### src/rtl/uart_pkg.sv
// Shared types and constants for the UART transmit path.
// The feeder state encoding lives here so the top and any debug logic agree on it.
package uart_pkg;

  localparam int UART_DATA_WIDTH = 8;

  typedef enum logic [1:0] {FD_IDLE, FD_LOAD, FD_REQ, FD_BUSY} feeder_state_t;

endpackage

### src/rtl/uart_tx_feeder_sync_fifo.sv
// Single-clock FIFO with occupancy count; full/empty are decoded from the count.
// The head word is read combinationally so the consumer can pop and capture in one cycle.
module sync_fifo #(
  parameter int DATA_WIDTH = 8,
  parameter int DEPTH      = 16
) (
  input  logic                    clk,
  input  logic                    rst_n,
  input  logic                    wrEn,
  input  logic [DATA_WIDTH-1:0]   wrData,
  input  logic                    rdEn,
  output logic [DATA_WIDTH-1:0]   rdData,
  output logic [$clog2(DEPTH):0]  count,
  output logic                    full,
  output logic                    empty
);

  localparam int AW = $clog2(DEPTH);
  localparam logic [AW:0] FULL_COUNT = (AW+1)'(DEPTH);

  logic [DATA_WIDTH-1:0] r_mem [DEPTH];
  logic [AW-1:0]         r_wr_ptr;
  logic [AW-1:0]         r_rd_ptr;
  logic [AW:0]           r_count;
  logic                  w_do_wr;
  logic                  w_do_rd;

  assign full    = (r_count == FULL_COUNT);
  assign empty   = (r_count == '0);
  assign w_do_wr = wrEn & ~full;
  assign w_do_rd = rdEn & ~empty;
  assign rdData  = r_mem[r_rd_ptr];
  assign count   = r_count;

  always_ff @(posedge clk) begin
    if (w_do_wr) begin
      r_mem[r_wr_ptr] <= wrData;
    end
  end

  // Pointers are exactly log2(DEPTH) wide, so they wrap without compare logic.
  always_ff @(posedge clk) begin
    if (!rst_n) begin
      r_wr_ptr <= '0;
      r_rd_ptr <= '0;
      r_count  <= '0;
    end else begin
      if (w_do_wr) r_wr_ptr <= r_wr_ptr + 1'b1;
      if (w_do_rd) r_rd_ptr <= r_rd_ptr + 1'b1;
      case ({w_do_wr, w_do_rd})
        2'b10:   r_count <= r_count + 1'b1;
        2'b01:   r_count <= r_count - 1'b1;
        default: r_count <= r_count;
      endcase
    end
  end

endmodule

### src/rtl/uart_tx_feeder.sv
// Byte queue and start handshake in front of the UART transmitter.
// Words are popped into txMessage and offered on txStart, paced by the synchronised idle.
module uart_tx_feeder
  import uart_pkg::*;
#(
  parameter int DATA_WIDTH  = UART_DATA_WIDTH,
  parameter int DEPTH       = 16,
  parameter int SYNC_STAGES = 2
) (
  input  logic                    clk,
  input  logic                    rst_n,
  input  logic [DATA_WIDTH-1:0]   inData,
  input  logic                    inValid,
  output logic                    inReady,
  output logic [DATA_WIDTH-1:0]   txMessage,
  output logic                    txStart,
  input  logic                    txIdle,
  output logic [$clog2(DEPTH):0]  count,
  output logic                    overflow
);

  feeder_state_t          r_state;
  feeder_state_t          w_state_next;
  logic [SYNC_STAGES-1:0] r_idle_sync;
  logic                   w_idle_s;
  logic [DATA_WIDTH-1:0]  r_tx_message;
  logic                   r_overflow;
  logic                   w_pop;
  logic                   w_push;
  logic                   w_fifo_full;
  logic                   w_fifo_empty;
  logic [DATA_WIDTH-1:0]  w_fifo_head;

  // Ready is decoded from registered occupancy only: a pop in the same cycle never frees a slot.
  assign inReady   = ~w_fifo_full;
  assign w_push    = inValid & ~w_fifo_full;
  assign w_idle_s  = r_idle_sync[SYNC_STAGES-1];
  assign txStart   = (r_state == FD_REQ);
  assign txMessage = r_tx_message;
  assign overflow  = r_overflow;

  sync_fifo #(
    .DATA_WIDTH (DATA_WIDTH),
    .DEPTH      (DEPTH)
  ) u_fifo (
    .clk    (clk),
    .rst_n  (rst_n),
    .wrEn   (w_push),
    .wrData (inData),
    .rdEn   (w_pop),
    .rdData (w_fifo_head),
    .count  (count),
    .full   (w_fifo_full),
    .empty  (w_fifo_empty)
  );

  always_ff @(posedge clk) begin
    if (!rst_n) begin
      r_idle_sync <= '1;
    end else begin
      r_idle_sync[0] <= txIdle;
      for (int i = 1; i < SYNC_STAGES; i++) begin
        r_idle_sync[i] <= r_idle_sync[i-1];
      end
    end
  end

  always_ff @(posedge clk) begin
    if (!rst_n) begin
      r_state      <= FD_IDLE;
      r_tx_message <= '0;
      r_overflow   <= 1'b0;
    end else begin
      r_state <= w_state_next;
      if (w_pop) r_tx_message <= w_fifo_head;
      if (inValid && w_fifo_full) r_overflow <= 1'b1;
    end
  end

  // Waiting for idle to fall in REQ guarantees the transmitter latched the word before txStart drops.
  always_comb begin
    w_state_next = r_state;
    w_pop        = 1'b0;
    case (r_state)
      FD_IDLE: if (!w_fifo_empty && w_idle_s) w_state_next = FD_LOAD;
      FD_LOAD: begin
        w_pop        = 1'b1;
        w_state_next = FD_REQ;
      end
      FD_REQ:  if (!w_idle_s) w_state_next = FD_BUSY;
      FD_BUSY: if (w_idle_s) w_state_next = FD_IDLE;
      default: w_state_next = FD_IDLE;
    endcase
  end

endmodule

### config.mk
export PLATFORM = sky130hd
export DESIGN_NAME = uart_tx_feeder
export DESIGN_NICKNAME = d
export VERILOG_FILES = /design/src/rtl/uart_pkg.sv /design/src/rtl/uart_tx_feeder_sync_fifo.sv /design/src/rtl/uart_tx_feeder.sv
export SDC_FILE = /design/constraint.sdc
export NUM_CORES = 1
export LEC_CHECK = 0
export CAP_MARGIN = 25
export CORE_MARGIN = 4
export CORE_UTILIZATION = 55
export CTS_CLUSTER_DIAMETER = 30
export CTS_CLUSTER_SIZE = 12
export DETAILED_ROUTE_END_ITERATION = 7
export PLACE_DENSITY_LB_ADDON = 0.08
export SETUP_SLACK_MARGIN = 0.5
export SLEW_MARGIN = 25
export SYNTH_ARGS = -nofsm -noshare
export SYNTH_HDL_FRONTEND = slang
export SYNTH_SLANG_ARGS = --single-unit
### constraint.sdc
create_clock -name clk -period 8.78 [get_ports clk]
set_clock_uncertainty 0.2 [all_clocks]
set_input_delay 0.878 -clock clk [delete_from_list [all_inputs] [get_ports clk]]
set_output_delay 0.878 -clock clk [all_outputs]
set_load 0.01 [all_outputs]
==> results of run 1 <==
## final cells by class
type	count	area, µm²	share of cell area
clock buffers	18	429.2	0.05830
clock inverters	14	197.7	0.02686
inverters	9	33.78	0.004589
multi-input cells	208	1844	0.2506
flip-flops and latches	154	4365	0.5931
well taps	140	175.2	0.02380
repair buffers	33	315.3	0.04284
## worst max-delay path by stage
stage                    start               to  cells past startpoint
3_5_place_dp           inValid  u_fifo.count[4]                     10
4_1_cts                inValid  u_fifo.count[4]                     10
6_report               inValid  u_fifo.count[4]                     10
2_1_floorplan  u_fifo.count[1]  u_fifo.count[2]                     12
5_1_grt                inValid  u_fifo.count[2]                     10
3_3_place_gp           inValid  u_fifo.count[2]                     10
## metrics by stage
stage	worst slack [ns]	power [µW]
after floorplan	5.720	1200
after global placement	5.144	1317
after detailed placement	5.030	1329
after CTS	5.479	2089
after global routing	5.305	2171
final	5.459	2079
## cells in the mapped netlist (all sizes together)
cell type / n
a2111oi: 8
a311oi: 1
mux2: 24
a211o: 2
or4: 1
nor2b: 10
xnor2: 1
nor4: 1
mux2i: 11
clkbuf: 10
a31oi: 1
ha: 14
nor2: 30
nand2b: 8
or4b: 1
xor2: 8
edfxtp: 128
or3: 2
a21oi: 8
and3: 2
nor3: 4
nand3b: 1
o311ai: 1
o211ai: 6
o32ai: 1
buf: 11
a41oi: 1
nand3: 6
inv: 9
a211oi: 8
o21ai: 2
a21boi: 2
o21ba: 1
or3b: 1
dfxtp: 26
a21o: 1
o22ai: 8
mux4: 16
nand2: 8
a221o: 8
## registers in the layout (all words and copies together), names as in the netlist
register / count
txMessage: 8
r_idle_sync: 2
overflow: 1
u_fifo.r_mem: 128
r_state: 2
u_fifo.count: 5
u_fifo.r_wr_ptr: 4
u_fifo.r_rd_ptr: 4
## per-layer routing
layer,wire (µm),up-vias,global-route usage
met5,0,-,0
met4,243,0,0.08216
met3,652,18,0.06319
met2,5955,99,0.3245
met1,5454,1702,0.2682
li1,-,1602,-
## worst max-delay path, delay by kind of cell
kind | cells | cell delay [ns]
buffers and inverters | 2 | 0.65
AND/OR/NAND/NOR | 1 | 0.06
adder cells (fa/ha/maj) | 2 | 0.56
AO/OA/AOI/OAI | 4 | 1.09
XOR/XNOR | 1 | 0.19
## cells in the final DEF (no fill, tap or decap), types with 3 or more instances in the layout
master,count
nand2_1,8
xor2_1,8
clkinv_4,6
a221o_1,8
clkbuf_16,17
nor2_1,30
inv_1,9
dfxtp_1,25
mux4_1,5
nor2b_1,10
ha_1,14
mux4_2,11
mux2i_1,11
mux2_2,24
bufinv_16,4
nand3_1,6
buf_4,6
clkdlybuf4s50_1,27
o22ai_1,8
o211ai_1,5
a21oi_1,8
edfxtp_1,128
nor3_1,3
a2111oi_0,8
a211oi_1,8
nand2b_1,8
## power groups by stage
stage / combinational [µW] / sequential, µW / clock (µW)
after floorplan: 318 / 883 / 0
after global placement: 411 / 907 / 0
after detailed placement: 421 / 908 / 0
after CTS: 423 / 893 / 774
after global routing: 459 / 902 / 811
final: 422 / 892 / 766
## kinds of logic after synthesis
logic type      after synthesis  synth area share
flops                       154            0.6877
fa+ha+maj                    14           0.02760
compound gates               59           0.07177
simple gates                 75           0.05836
buf+inv                      30           0.02248
mux                          51            0.1197
xor+xnor                      9           0.01242
==> run_results.csv, run 1 <==
group,metric,value,unit
outcome,outcome,"finished, final reports clean",
critical_path,start_kind,"primary input",
critical_path,worstSetupPathType,"in2reg",
timing,layout_min_cycle_time,3.321,ns
global_route,grt_pass1_vias,3599,
critical_path,r2r_start,"u_fifo.count[1]",
detailed_routing,dr_total_vias,3421,
hold_path,min_path_cells,1,
synth,ys.warnings.count,0,
critical_path,rr_endpoint,"u_fifo.count[4]",
detailed_routing,first_iter_violations,300,
timing,slew_viol_final,0,
detailed_routing,drcViolationCount,0,
timing,slew_headroom,0.3465,
timing,setup-tns-final,0,ns
placement,place_inst,544,
die,std_cell_rows,38,
detailed_routing,ant_nets,0,
die,core_area,11080,µm²
cts,clk_path_buf_depth,2,
power_and_ir_drop,intPower,1524,µW
timing,hold_ws,0.2247,ns
global_route,antenna_found_initial,0,
die,dieArea,13320,µm²
synth,syn_area,6346,µm²
synth,syn_nets,418,
hold_path,min_to,"r_idle_sync[1]",
critical_path,critPathRequiredTime,8.89,ns
cts,h-tree-depth,4,
timing,fmaxAchievable,301.1,MHz
run,max-cap-violations,0,
placement,gp_congestion,0.7877,
critical_path,slowest_delay,0.53,ns
finish,num_antenna_cells,0,
cts,numCtsBuffers,17,
synth,synth_largest_area_cell,"edfxtp_1",
power_and_ir_drop,clockPowerShare,0.368,
timing,setup_violations,0,
critical_path,worst_r2r_path_depth,10,
die,die_h,115.4,µm
cts,cts_sinks,154,
cts,cts_tree,"built",
critical_path,worstPathArrival,3.43,ns
die,io-pin-count,28,
cts,root_buffer,"clkbuf_16",
timing,fin_crit_sh,0.3782,
finish,syn2layout_area_growth,15.99,%
critical_path,endpoint_kind,"register",
die,initial_utilization,0.5728,
power_and_ir_drop,powerDensity,282.4,nW/µm²
power_and_ir_drop,peakVddDrop,0.0002226,V
power_and_ir_drop,switching_share,0.2672,
critical_path,crit_fanout,10,
timing,rsz0062_at_grt,"no",
synth,ys_ff_latch,154,
hold_path,hp-class,"reg2reg",
power_and_ir_drop,switching_power,555.5,µW
placement,dp_hpwl,7862,µm
cts,clkTransAtPathRegs,0.06,ns
synth,synth_cells,392,
detailed_routing,via_per_inst,5.939,
global_route,grt_pass1_wl,19840,µm
timing,tightest_slew,0.9749,ns
cts,postCtsSetupBuffers,0,
synth,avgSynthCellArea,16.19,µm²
detailed_routing,post_drt_wl_per_cell,21.36,µm
critical_path,crit_slowest_cell,"clkdlybuf4s50_1",
synth,synth.top_cell.area_share,0.6057,
finish,nNetsFinal,449,
detailed_routing,finalWirelength,12310,µm
global_route,grt_max_degree,48,
synth,synth_cell_types,47,
timing,finalHoldViolCount,0,
finish,final_util,0.6644,
finish,fin_area,7361,µm²
cts,post_cts_resized,0,
power_and_ir_drop,power_frac_comb,0.203,
synth,synthTopCellsByArea,"edfxtp_1 61%, dfxtp_1 8.2%, mux2_2 4.3%",
detailed_routing,dr.pass1.iters,4,
critical_path,worstPathCellList,"clkdlybuf4s50_1 -> a21boi_1 -> inv_1 -> ha_1 -> xor2_1 -> ha_1 -> a211o_1 -> a21oi_1 -> a211o_1 -> nand3_1",
synth,yosysSeqAreaShare,0.6877,
power_and_ir_drop,p_leak,0.002429,µW
placement,io_buffers,27,
hold_path,min-delay-start,"r_idle_sync[0]",
finish,layout-drive-gt1-share,0.1789,
die,dieWidth,115.4,µm
finish,layout.cells.non_filler,576,
global_route,overflow,0,
finish,fill_cells,802,
global_route,grt_use_total,0.2053,
critical_path,r2r_slack,5.58,ns
placement,place_area,6734,µm²
cts,clk_latency,0.42,ns
cts,ctsHoldBuffers,0,
power_and_ir_drop,seqPwrFrac,0.429,
(Power assumes the default switching activity.)
==> run 2: changes to the inputs <==
- CORE_UTILIZATION: 55 -> 54
- clock period: 8.78 -> 3 ns (I/O delays scaled with it)
==> run 2 against run 1 <==
Clock-buffer cell count grew 5. Largest power group unchanged. Highest routed layer unchanged. Critical path depth is 2 lower. Critical endpoint is now u_fifo.count[3]. Combinational power grew to 3.5 times the previous value. Sequential power increased to 2.9 times the previous value. Largest cell class unchanged.
==> run_results.csv, run 2 (synthesis gave the netlist of run 1 again) <==
group,metric,value,unit
die,dieArea,13550,µm²
critical_path,crit_top_cell,"ha_4",
timing,finalHoldViolCount,0,
critical_path,crit_slowest_cell,"or4_4",
finish,largest-register,"u_fifo.r_mem",
power_and_ir_drop,peakVddDrop,0.0005493,V
critical_path,crit_fanout,5,
critical_path,worstSetupPathType,"reg2reg",
timing,fmaxAchievable,383.3,MHz
global_route,antenna_found_initial,0,
detailed_routing,dr.pass1.iters,4,
timing,setup_violations,0,
placement,gp_congestion,0.8120,
critical_path,crit_family,"simple AND/OR/NAND/NOR gates",
cts,cts_tree,"built",
die,std_cell_rows,39,
critical_path,rr_endpoint,"u_fifo.count[3]",
finish,fill_cells,797,
cts,clkTransAtPathRegs,0.06,ns
finish,nNetsFinal,483,
placement,io_buffers,27,
cts,numCtsBuffers,17,
power_and_ir_drop,power.total,6214,µW
hold_path,min_path_cells,1,
critical_path,worst_r2r_path_depth,8,
timing,slew_headroom,0.5087,
power_and_ir_drop,powerDensity,806.1,nW/µm²
hold_path,hp-class,"reg2reg",
timing,layout_min_cycle_time,2.609,ns
die,die_h,116.4,µm
critical_path,critPathRequiredTime,3.10,ns
timing,slew_viol_final,0,
critical_path,slowest_delay,0.55,ns
detailed_routing,via_per_inst,5.760,
cts,cts_sinks,154,
detailed_routing,post_drt_wl_per_cell,21.11,µm
detailed_routing,ant_nets,0,
critical_path,worstPathArrival,2.71,ns
cts,h-tree-depth,4,
outcome,outcome,"finished, final reports clean",
placement,dp_hpwl,8288,µm
die,io-pin-count,28,
finish,mostFrequentLayoutCells,"128 x edfxtp_1, 39 x buf_4, 30 x nor2_1, 27 x clkdlybuf4s50_1, 24 x mux2_2",
critical_path,r2r_slack,0.39,ns
power_and_ir_drop,switching_share,0.2554,
critical_path,endpoint_kind,"register",
timing,setup-tns-final,0,ns
timing,tightest_slew,0.7346,ns
finish,num_antenna_cells,0,
global_route,overflow,0,
cts,clk_path_buf_depth,2,
global_route,grt_pass1_vias,3596,
power_and_ir_drop,power_frac_comb,0.238,
hold_path,min-delay-start,"r_idle_sync[0]",
global_route,grt.busiest_layer,"met2",
power_and_ir_drop,p_leak,0.002609,µW
cts,root_buffer,"clkbuf_16",
global_route,grt_max_degree,27,
finish,largest_reg_flops,128,
die,dieWidth,116.4,µm
critical_path,start_kind,"register",
critical_path,r2r_start,"u_fifo.count[2]",
hold_path,min_to,"r_idle_sync[1]",
global_route,grt_pass1_wl,20210,µm
power_and_ir_drop,switching_power,1587,µW
global_route,use_met3,0.05751,
finish,final_common_cell,"edfxtp_1",
timing,rsz0062_at_grt,"yes",
timing,hold_ws,0.2102,ns
power_and_ir_drop,intPower,4627,µW
global_route,grt_use_total,0.2097,
cts,clk_latency,0.41,ns
detailed_routing,first_iter_violations,200,
die,initial_utilization,0.5534,
power_and_ir_drop,seqPwrFrac,0.411,
critical_path,worstPathCellList,"or4_4 -> o21ai_4 -> inv_2 -> ha_4 -> ha_4 -> inv_1 -> or3_1 -> o311ai_1",
run,max-cap-violations,0,
global_route,grt_use_met1,0.2821,
detailed_routing,finalWirelength,12940,µm
timing,fin_crit_sh,0.8696,
finish,layout-drive-gt1-share,0.2638,
finish,syn2layout_area_growth,21.47,%
cts,ctsHoldBuffers,0,
critical_path,critPathBufInv,2,
power_and_ir_drop,clockPowerShare,0.351,
global_route,met2_usage,0.3299,
detailed_routing,drcViolationCount,0,
die,core_area,11470,µm²
detailed_routing,dr_total_vias,3531,
run 2: cell types whose count changed in the layout (fill, tap and decap cells not counted), moves of 3 or more:
| cell | change |
|---|---|
| clkinv_4 | -6 |
| ha_4 | +3 |
| clkinv_2 | +4 |
| ha_1 | -4 |
| clkbuf_1 | +3 |
| buf_4 | +33 |
| dfxtp_1 | -4 |
run 2: area by class of cell:
class | instances | area, µm² | area share
inverters | 9 | 33.78 | 0.004382
clock buffers | 23 | 467.9 | 0.06070
repair buffers | 67 | 583.1 | 0.07564
clock inverters | 9 | 145.1 | 0.01883
well taps | 143 | 178.9 | 0.02321
multi-input cells | 208 | 1924 | 0.2496
flip-flops and latches | 154 | 4375 | 0.5676
run 2: power by group through the flow:
| stage | clock network [µW] | registers (µW) | logic [µW] |
|---|---|---|---|
| 6_report | 2180 | 2560 | 1480 |
| 5_1_grt | 2320 | 2570 | 1600 |
| 4_1_cts | 2220 | 2560 | 1470 |
| 3_3_place_gp | 0 | 2600 | 1360 |
| 2_1_floorplan | 0 | 2590 | 1010 |
| 3_5_place_dp | 0 | 2610 | 1390 |
run 2: repair_timing:
action,CTS,global route
setup buffers,7,0
resized for setup,8,3
pin swaps,2,1
setup endpoints to repair,3,4
run 2: through the flow:
step | area (µm²) | cells | utilization | setup WS (ns)
floorplan | 6435 | 392 | - | 0.2342
global placement | 7005 | 574 | 0.6109 | 0.2863
detailed placement | 7005 | 574 | 0.6109 | 0.1980
CTS | 7700 | 613 | 0.6715 | 0.4248
global route | 7709 | 613 | 0.6722 | 0.3282
finish | 7709 | 613 | 0.6722 | 0.3911
run 2: routing by layer:
layer	routed length, µm	vias to the layer above
li1	-	1676
met1	5916	1747
met2	6259	92
met3	569	16
met4	195	0
met5	0	-
run 2: worst max-delay path by stage:
stage | to | cells past startpoint | start
final | u_fifo.count[3] | 8 | u_fifo.count[2]
after global routing | u_fifo.count[4] | 10 | u_fifo.count[2]
after CTS | u_fifo.count[2] | 10 | u_fifo.count[2]
after detailed placement | u_fifo.count[4] | 9 | u_fifo.count[0]
after global placement | u_fifo.count[4] | 9 | u_fifo.count[0]
after floorplan | u_fifo.count[2] | 12 | u_fifo.count[2]
run 2: worst reg2reg max path: stages (launching register included):
cell	delay (ns)
dfxtp_4	0.34
or4_4	0.55
o21ai_4	0.15
inv_2	0.08
ha_4	0.20
ha_4	0.30
inv_1	0.06
or3_1	0.36
o311ai_1	0.27
